File: src/rtl/core_if_pkg.sv
// Shared types and defaults for the instruction-fetch stage.
package core_if_pkg;

  localparam logic [63:0] RESET_PC_DEFAULT    = 64'h0;
  localparam int          QUEUE_DEPTH_DEFAULT = 4;

  typedef struct packed {
    logic [31:0] inst;
    logic [63:0] pc4;
  } IF_regs_t;

  typedef struct packed {
    logic [31:0] inst;
    logic [63:0] pc4;
  } fetch_entry_t;

  function automatic logic [63:0] word_align(input logic [63:0] addr);
    return addr & ~64'h3;
  endfunction

endpackage

File: src/rtl/core_if_fetch_fifo.sv
// Small synchronous FIFO for fetched instructions; clear wins over push/pop.
module fetch_fifo #(
  parameter type T          = logic [7:0],
  parameter int  DEPTH      = 4,
  localparam int AW         = $clog2(DEPTH),
  localparam int CW         = AW + 1
) (
  input  logic          clock,
  input  logic          reset,
  input  logic          clear,
  input  logic          push,
  input  T              push_data,
  input  logic          pop,
  output logic [CW-1:0] count,
  output T              head
);

  T              mem [DEPTH];
  logic [AW-1:0] rd_ptr;
  logic [AW-1:0] wr_ptr;

  always_ff @(posedge clock or negedge reset) begin
    if (!reset) begin
      rd_ptr <= '0;
      wr_ptr <= '0;
      count  <= '0;
    end else if (clear) begin
      rd_ptr <= '0;
      wr_ptr <= '0;
      count  <= '0;
    end else begin
      if (push) wr_ptr <= wr_ptr + AW'(1);
      if (pop)  rd_ptr <= rd_ptr + AW'(1);
      count <= count + CW'(push) - CW'(pop);
    end
  end

  // Storage needs no reset: entries are only read while count is non-zero.
  always_ff @(posedge clock) begin
    if (push && !clear) mem[wr_ptr] <= push_data;
  end

  assign head = mem[rd_ptr];

endmodule

File: src/rtl/core_if.sv
// Instruction-fetch stage: PC ownership, credit-limited imem requests,
// response queueing, redirect handling and the IF_regs pipeline register.
module core_if
  import core_if_pkg::*;
#(
  parameter logic [63:0] RESET_PC    = RESET_PC_DEFAULT,
  parameter int          QUEUE_DEPTH = QUEUE_DEPTH_DEFAULT
) (
  input  logic        clock,
  input  logic        reset,
  input  logic        stall,
  input  logic        redirect_valid,
  input  logic [63:0] redirect_pc,
  output logic        imem_req_valid,
  input  logic        imem_req_ready,
  output logic [63:0] imem_req_addr,
  input  logic        imem_resp_valid,
  input  logic [31:0] imem_resp_inst,
  output IF_regs_t    IF_regs
);

  localparam int            CW      = $clog2(QUEUE_DEPTH) + 1;
  localparam logic [CW-1:0] DEPTH_C = CW'(QUEUE_DEPTH);

  logic [63:0]   pc;
  logic [63:0]   resp_pc;
  logic [63:0]   redirect_aligned;
  logic [CW-1:0] outstanding;
  logic [CW-1:0] outstanding_next;
  logic [CW-1:0] drop_cnt;
  logic [CW-1:0] q_count;
  logic [CW-1:0] live;
  logic [CW:0]   occupancy;
  logic          deq;
  logic          accept;
  logic          enq;
  logic          drop_resp;
  fetch_entry_t  push_entry;
  fetch_entry_t  head;

  // Handshake: a request transfers on a cycle where imem_req_valid && imem_req_ready;
  // imem_req_addr is pc and only moves on a transfer or a redirect, so it is stable
  // while a request waits. Responses have no back-pressure: imem_resp_valid alone
  // delivers one in-order word.
  always_comb begin
    redirect_aligned = word_align(redirect_pc);
    deq              = !stall && (q_count != '0);
    live             = outstanding - drop_cnt;
    occupancy        = {1'b0, q_count} + {1'b0, live} - {{CW{1'b0}}, deq};
    imem_req_valid   = reset && !redirect_valid && (outstanding < DEPTH_C) &&
                       (occupancy < {1'b0, DEPTH_C});
    accept           = imem_req_valid && imem_req_ready;
    drop_resp        = imem_resp_valid && (drop_cnt != '0);
    enq              = imem_resp_valid && (drop_cnt == '0) && !redirect_valid;
    outstanding_next = outstanding + CW'(accept) - CW'(imem_resp_valid);
    push_entry.inst  = imem_resp_inst;
    push_entry.pc4   = resp_pc + 64'd4;
  end

  assign imem_req_addr = pc;

  fetch_fifo #(
    .T     (fetch_entry_t),
    .DEPTH (QUEUE_DEPTH)
  ) u_fifo (
    .clock     (clock),
    .reset     (reset),
    .clear     (redirect_valid),
    .push      (enq),
    .push_data (push_entry),
    .pop       (deq && !redirect_valid),
    .count     (q_count),
    .head      (head)
  );

  always_ff @(posedge clock or negedge reset) begin
    if (!reset) begin
      pc          <= RESET_PC;
      resp_pc     <= RESET_PC;
      outstanding <= '0;
      drop_cnt    <= '0;
      IF_regs     <= '0;
    end else begin
      outstanding <= outstanding_next;
      if (redirect_valid) begin
        // Everything still in flight, including any response landing now, is stale.
        pc       <= redirect_aligned;
        resp_pc  <= redirect_aligned;
        drop_cnt <= outstanding_next;
        IF_regs  <= '0;
      end else begin
        if (accept)    pc       <= pc + 64'd4;
        if (enq)       resp_pc  <= resp_pc + 64'd4;
        if (drop_resp) drop_cnt <= drop_cnt - CW'(1);
        if (!stall) begin
          if (q_count != '0) begin
            IF_regs.inst <= head.inst;
            IF_regs.pc4  <= head.pc4;
          end else begin
            IF_regs <= '0;
          end
        end
      end
    end
  end

  resp_without_request: assert property (@(posedge clock) disable iff (!reset)
    imem_resp_valid |-> (outstanding != '0));

endmodule

File: config.mk
export PLATFORM = sky130hd
export DESIGN_NAME = core_if
export DESIGN_NICKNAME = d
export VERILOG_FILES = /design/src/rtl/core_if_pkg.sv /design/src/rtl/core_if_fetch_fifo.sv /design/src/rtl/core_if.sv
export SDC_FILE = /design/constraint.sdc
export NUM_CORES = 1
export LEC_CHECK = 0
export BUFFER_PORTS_ARGS = -buffer_cell sky130_fd_sc_hd__buf_2
export CAP_MARGIN = 20
export CORE_MARGIN = 1
export CORE_UTILIZATION = 45
export CTS_CLUSTER_DIAMETER = 30
export DETAILED_ROUTE_END_ITERATION = 10
export SYNTH_ARGS = -nofsm -noshare
export SYNTH_HDL_FRONTEND = slang
export SYNTH_SLANG_ARGS = --single-unit
File: constraint.sdc
create_clock -name clock -period 4.88 [get_ports clock]
set_input_delay 0.244 -clock clock [delete_from_list [all_inputs] [get_ports clock]]
set_output_delay 0.244 -clock clock [all_outputs]
set_load 0.005 [all_outputs]
# [Yosys cells after proc, flatten, opt, wreduce, memory -nomap -nowiden]
# Memory sizes are Yosys's and may differ from the RTL's.
# Index checks and enable logic that the tools add are counted.
[word_totals] register_bits=237 ram_bits=384 inputBits=102 output_inout_bits=161 word_cells=60 mem_count=1
[mem_list] memory="u_fifo.mem" words=4 width=96 read_ports=1 rd_clocked_by_memory_dff=0 write_ports=1 line="core_if_fetch_fifo.sv:18" rtl="T mem [DEPTH];"
[classes] n_addsub=12 n_lt_le_gt_ge=2 n_eq_ne=1 mux=16 reduce_logical=19
[op_table] operator="$mux W96" n=3
[op_table] operator="$mux W64" n=4
[op_table] operator="$add A64 B3 Y64 const B" n=2
[op_table] operator="$logic_and A1 B1 Y1" n=10
[op_table] operator="$mux W3" n=3
[op_table] operator="$mux W2" n=4
[op_table] operator="$reduce_bool A2 Y1" n=4
[op_table] operator="$add A3 B1 Y3" n=2
[op_table] operator="$reduce_bool A3 Y1" n=2
[op_table] operator="$sub A3 B1 Y3" n=2
[op_table] operator="$add A2 B1 Y2 const B" n=2
[op_table] operator="$add A3 B3 Y4" n=1
[op_table] operator="$lt A4 B3 Y1 const B" n=1
[op_table] operator="$sub A4 B1 Y4" n=1
[op_table] operator="$logic_not A3 Y1" n=1
[op_table] operator="$lt A3 B3 Y1 const B" n=1
[op_table] operator="$sub A3 B1 Y3 const B" n=1
[op_table] operator="$sub A3 B3 Y3" n=1
[op_table] operator="$logic_not A1 Y1" n=2
[op_table] operator="$mux W1" n=2
[op_table] operator="$ne A2 B1 Y1 const B" n=1

# [Longest topological paths before layout]
[depth] word_depth=9 depth_mapped=22 mapped_depth_nobuf=20

# [By module]
# A second synthesis with hierarchy kept.
[unflattened] cells_unflattened=1876 area_unflattened_um2=27004.6
[modules_own_cells] module="fetch_fifo" instances=1 cells_each=539 area_per_inst_um2=14262.4 seq_area_each_um2=11706.2
[modules_own_cells] module="core_if" instances=1 cells_each=1337 area_per_inst_um2=12742.2 seq_area_each_um2=5655.4

# [Worst setup path after synthesis]
# No wires, ideal clock.
[synth_path] path_type="register to register" from="register outstanding[0]" to="register drop_cnt[2]" setup_time_ns=0.135 arrival_ns=4.282 t_required_ns=4.745 path_slack_ns=0.462 path_stages_with_launch=23 path_buffers=2 period_less_slack_ns=4.418 cell_sequence="dfrtp_1 inv_1 ha_1 inv_1 fa_1 inv_1 ha_1 inv_1 ha_1 nor3b_2 or4_4 a21oi_4 inv_2 clkbuf_1 clkbuf_1 ha_1 inv_1 ha_1 fa_1 xor2_1 xnor2_1 nand2_1 o21ai_0"
[synth_via] elab_chain_cells=9 word_cells_on_any_way=11 classes_between="5 x add/sub; 2 x order compare; 1 x mux; 3 x reduce/logical"
[synth_lines] element="from (decl)" line="core_if.sv:28" rtl="logic [CW-1:0] outstanding;"
[synth_lines] element="from (signal assigned)" line="core_if.sv:84" rtl="outstanding <= outstanding_next;"
[synth_lines] element="$sub A3 B3 Y3" line="core_if.sv:48" rtl="live = outstanding - drop_cnt;"
[synth_lines] element="$add A3 B3 Y4" line="core_if.sv:49" rtl="occupancy = {1'b0, q_count} + {1'b0, live} - {{CW{1'b0}}, deq};"
[synth_lines] element="$sub A4 B1 Y4" line="core_if.sv:49"
[synth_lines] element="$lt A4 B3 Y1" line="core_if.sv:51" rtl="(occupancy < {1'b0, DEPTH_C});"
[synth_lines] element="$logic_and A1 B1 Y1" line="core_if.sv:50" rtl="imem_req_valid = reset && !redirect_valid && (outstanding < DEPTH_C) &&"
[synth_lines] element="$logic_and A1 B1 Y1" line="core_if.sv:52" rtl="accept = imem_req_valid && imem_req_ready;"
[synth_lines] element="$add A3 B1 Y3 *" line="core_if.sv:55" rtl="outstanding_next = outstanding + CW'(accept) - CW'(imem_resp_valid);"
[synth_lines] element="$sub A3 B1 Y3 *" line="core_if.sv:55"
[synth_lines] element="named net outstanding_next[2]" line="core_if.sv:29" rtl="logic [CW-1:0] outstanding_next;"
[synth_lines] element="$mux W3 *" line="core_if.sv:85" rtl="if (redirect_valid) begin"
[synth_lines] element="to (signal assigned)" line="core_if.sv:89" rtl="drop_cnt <= outstanding_next;"
[synth_lines] element="to (signal assigned)" line="core_if.sv:94" rtl="if (drop_resp) drop_cnt <= drop_cnt - CW'(1);"
[synth_lines] element="to (decl)" line="core_if.sv:30" rtl="logic [CW-1:0] drop_cnt;"
# Mark *: on every way through the listed nets, which the timed path passes. The rest lies on a longest branch.
# A chain may end at the register's enable or synchronous reset.

# [Final worst setup path]
# Ends and elaborated chain as after synthesis.

==> flow_summary.json <==
{
  "drt_iter0_markers": 1182,
  "setup_tns_ps": 0,
  "finalCriticalPeriod_ps": 4254,
  "clock_tree.root_cell": "clkbuf_16",
  "n_fill_cell": 4540,
  "dieArea_um2": 59440,
  "avgSynthCellArea_um2": 14.46,
  "hpwl_um": 43740,
  "critPathArrivalTime_ps": 4800,
  "power.density_nw_per_um2": 545.7,
  "ys.flop_type": "edfxtp_1",
  "grt_pass1_vias": 18580,
  "drtAntennaViolNets": 0,
  "num_rows": 88,
  "nets": 2353,
  "min_path_type": "in -> reg",
  "n_antenna_cell": 0,
  "firstDrtPassIters": 6,
  "grt_usage": 0.2408,
  "grt_first_pass_wirelength_um": 109000,
  "post-cts-setup-buffers": 0,
  "clk_pin_slew_ps": 40,
  "synth_edf_count": 376,
  "wirelength_um": 70740,
  "cts.sinks": 608,
  "dpl.cell_count": 2757,
  "slew_viol_final": 0,
  "area_growth_pct": 30.33,
  "wl_per_cell_um": 22.76,
  "max-clock-path-buffers": 3,
  "cts_tree": "yes",
  "initial_utilization": 0.4560,
  "grt_max_degree": 76,
  "avgViaCountPerCell": 5.846,
  "htreeDepth": 4,
  "irDropWorstVdd_mv": 0.3435,
  "layoutNonFillerInstCount": 3108,
  "rsz0062_at_grt": "no",
  "die_h_um": 243.8,
  "fmax_ghz": 0.2351,
  "async_flop_share": 0.3816,
  "hold_viol": 0,
  "path_max_fanout": 6,
  "cp-end-kind": "flip-flop",
  "vias": 18170,
  "leakage_nw": 12.89,
  "yosys_warnings": 0,
  "fin_worst_skew_ps": 29.77,
  "tightest_slew_ps": 995.6,
  "ys_types": 67,
  "io_pins": 263,
  "io_buffers": 258,
  "die_w_um": 243.8,
  "core_area_um2": 57700,
  "status": "finished clean",
  "cts_resized": 0,
  "drive_above_1_share": 0.2736,
  "r2r_setup_slack_ps": 630,
  "clk_latency_ps": 710,
  "yosysSeqAreaShare": 0.6498,
  "critical_path_class": "reg -> reg",
  "syn-instance-count": 1820,
  "drv_cap": 0,
  "startpoint_type": "flip-flop",
  "max_slew_margin": 0.3363,
  "period_share": 0.8717,
  "gp_congestion": 0.8668,
  "antenna_found_initial": 1,
  "crit_required_ps": 5420,
  "cts_buffers": 136,
  "setup_viol": 0,
  "gr-total-overflow": 0,
  "ys_seq_elements": 608,
  "syn_area_um2": 26310,
  "drcViolationCount": 0
}
-- routing by layer --
metal  global-route usage  share of wire
met4               0.1004          0.031
met3              0.05552          0.066
met5                    0        0.00013
met2               0.3677           0.46
met1               0.3321           0.44
-- timing repair --
item / CTS / global route
endpoints found under the setup margin: 0 / 0
endpoints found under the hold margin: 341 / 0
hold buffers: 99 / 0
-- cell usage after synthesis (38+ instances only) --
master / n / area share
a31oi_1: 45 / 0.011
nand4_1: 57 / 0.014
a22o_1: 95 / 0.032
or4_1: 38 / 0.011
clkbuf_1: 90 / 0.013
xor2_1: 58 / 0.019
nand3_1: 53 / 0.010
nand2_1: 83 / 0.012
edfxtp_1: 376 / 0.43
nor2_1: 117 / 0.017
xnor2_1: 49 / 0.016
inv_1: 40 / 0.0057
mux4_2: 94 / 0.080
dfrtp_1: 232 / 0.22
-- critical path: stages, from the launching register on --
cell,delay [ps]
dfrtp_1,370
inv_1,60
ha_1,140
inv_1,50
fa_1,480
inv_1,40
ha_1,260
inv_1,40
ha_1,260
nor3b_2,190
or4_4,570
a21oi_4,250
inv_2,60
ha_1,270
inv_1,40
ha_1,180
fa_1,390
xor2_1,180
xnor2_1,150
nand2_1,70
o21ai_0,80
-- worst paths after layout --
| check | to | startpoint | depth (start not counted) |
|---|---|---|---|
| worst max-delay path | drop_cnt[2]$_DFFE_PN0P_ | outstanding[0]$_DFF_PN0_ | 20 |
| worst min-delay path | imem_req_addr[62]$_DFFE_PN0N_ | redirect_pc[62] | 4 |
| worst max register to register | drop_cnt[2]$_DFFE_PN0P_ | outstanding[0]$_DFF_PN0_ | 20 |
| worst min register to register | IF_regs[46]$_DFFE_PN0P_ | IF_regs[46]$_DFFE_PN0P_ | 1 |
| max in group asynchronous | imem_req_addr[57]$_DFFE_PN0N_ | reset | 5 |
| min in group asynchronous | IF_regs[17]$_DFFE_PN0P_ | reset | 3 |
-- flip-flops by register name, indices dropped and copies added, names as in the netlist --
register	count
u_fifo.rd_ptr	2
imem_req_addr	62
u_fifo.wr_ptr	2
u_fifo.mem	376
IF_regs	95
u_fifo.count	3
drop_cnt	3
outstanding	3
resp_pc	62
-- cell families (layout without fill, tap and decap cells) --
group,after synthesis,after routing,synth area share
mux,106,106,0.08560
xor+xnor,107,107,0.03562
compound gates,303,303,0.08836
flops,608,608,0.6498
buf+inv,156,678,0.02359
fa+ha+maj,21,21,0.01084
simple gates,518,518,0.1060
other cells,1,2,0.0001425
-- report_power, final --
part | switching [mW] | leakage [nW] | internal, mW
sequential | 0.421 | 6.26 | 5.94
combinational | 1.51 | 4.28 | 1.30
clock | 2.86 | 2.35 | 6.69
total | 4.78 | 12.9 | 13.9
-- per-stage QoR --
| step | instance area, um2 | hold slack (ps) | utilization | total power, mW | worst slack, ps |
|---|---|---|---|---|---|
| 6_report | 34290 | 81.38 | 0.5943 | 18.71 | 626.0 |
| 5_1_grt | 34290 | 78.64 | 0.5943 | 19.43 | 408.5 |
| 4_1_cts | 34280 | 11.09 | 0.5942 | 18.88 | 628.4 |
| 3_5_place_dp | 28430 | 145.7 | 0.4927 | 9.197 | 638.6 |
| 3_3_place_gp | 28430 | 142.9 | 0.4927 | 9.122 | 671.7 |
| 2_1_floorplan | 26310 | -51.59 | - | 8.218 | 462.5 |
-- cell type report --
type / count / area [um2] / area share
multi-input combinational: 1057 / 8635 / 0.2518
timing repair buffer: 386 / 2582 / 0.07531
tap: 765 / 957.2 / 0.02791
clock buffer: 175 / 3806 / 0.1110
inverter: 41 / 156.4 / 0.004561
sequential: 608 / 17100 / 0.4988
clock inverter: 76 / 1049 / 0.03058
-- layout by cell type (no fill, tap or decap), types with 58 or more instances in the layout --
cell type and count:
edfxtp_1 376, buf_2 257, a22o_1 95, dfrtp_1 230, mux4_2 94, xor2_1 58
nor2_1 117, dlygate4sd3_1 98, nand2_1 83, clkbuf_16 141
(Power assumes the default switching activity.)
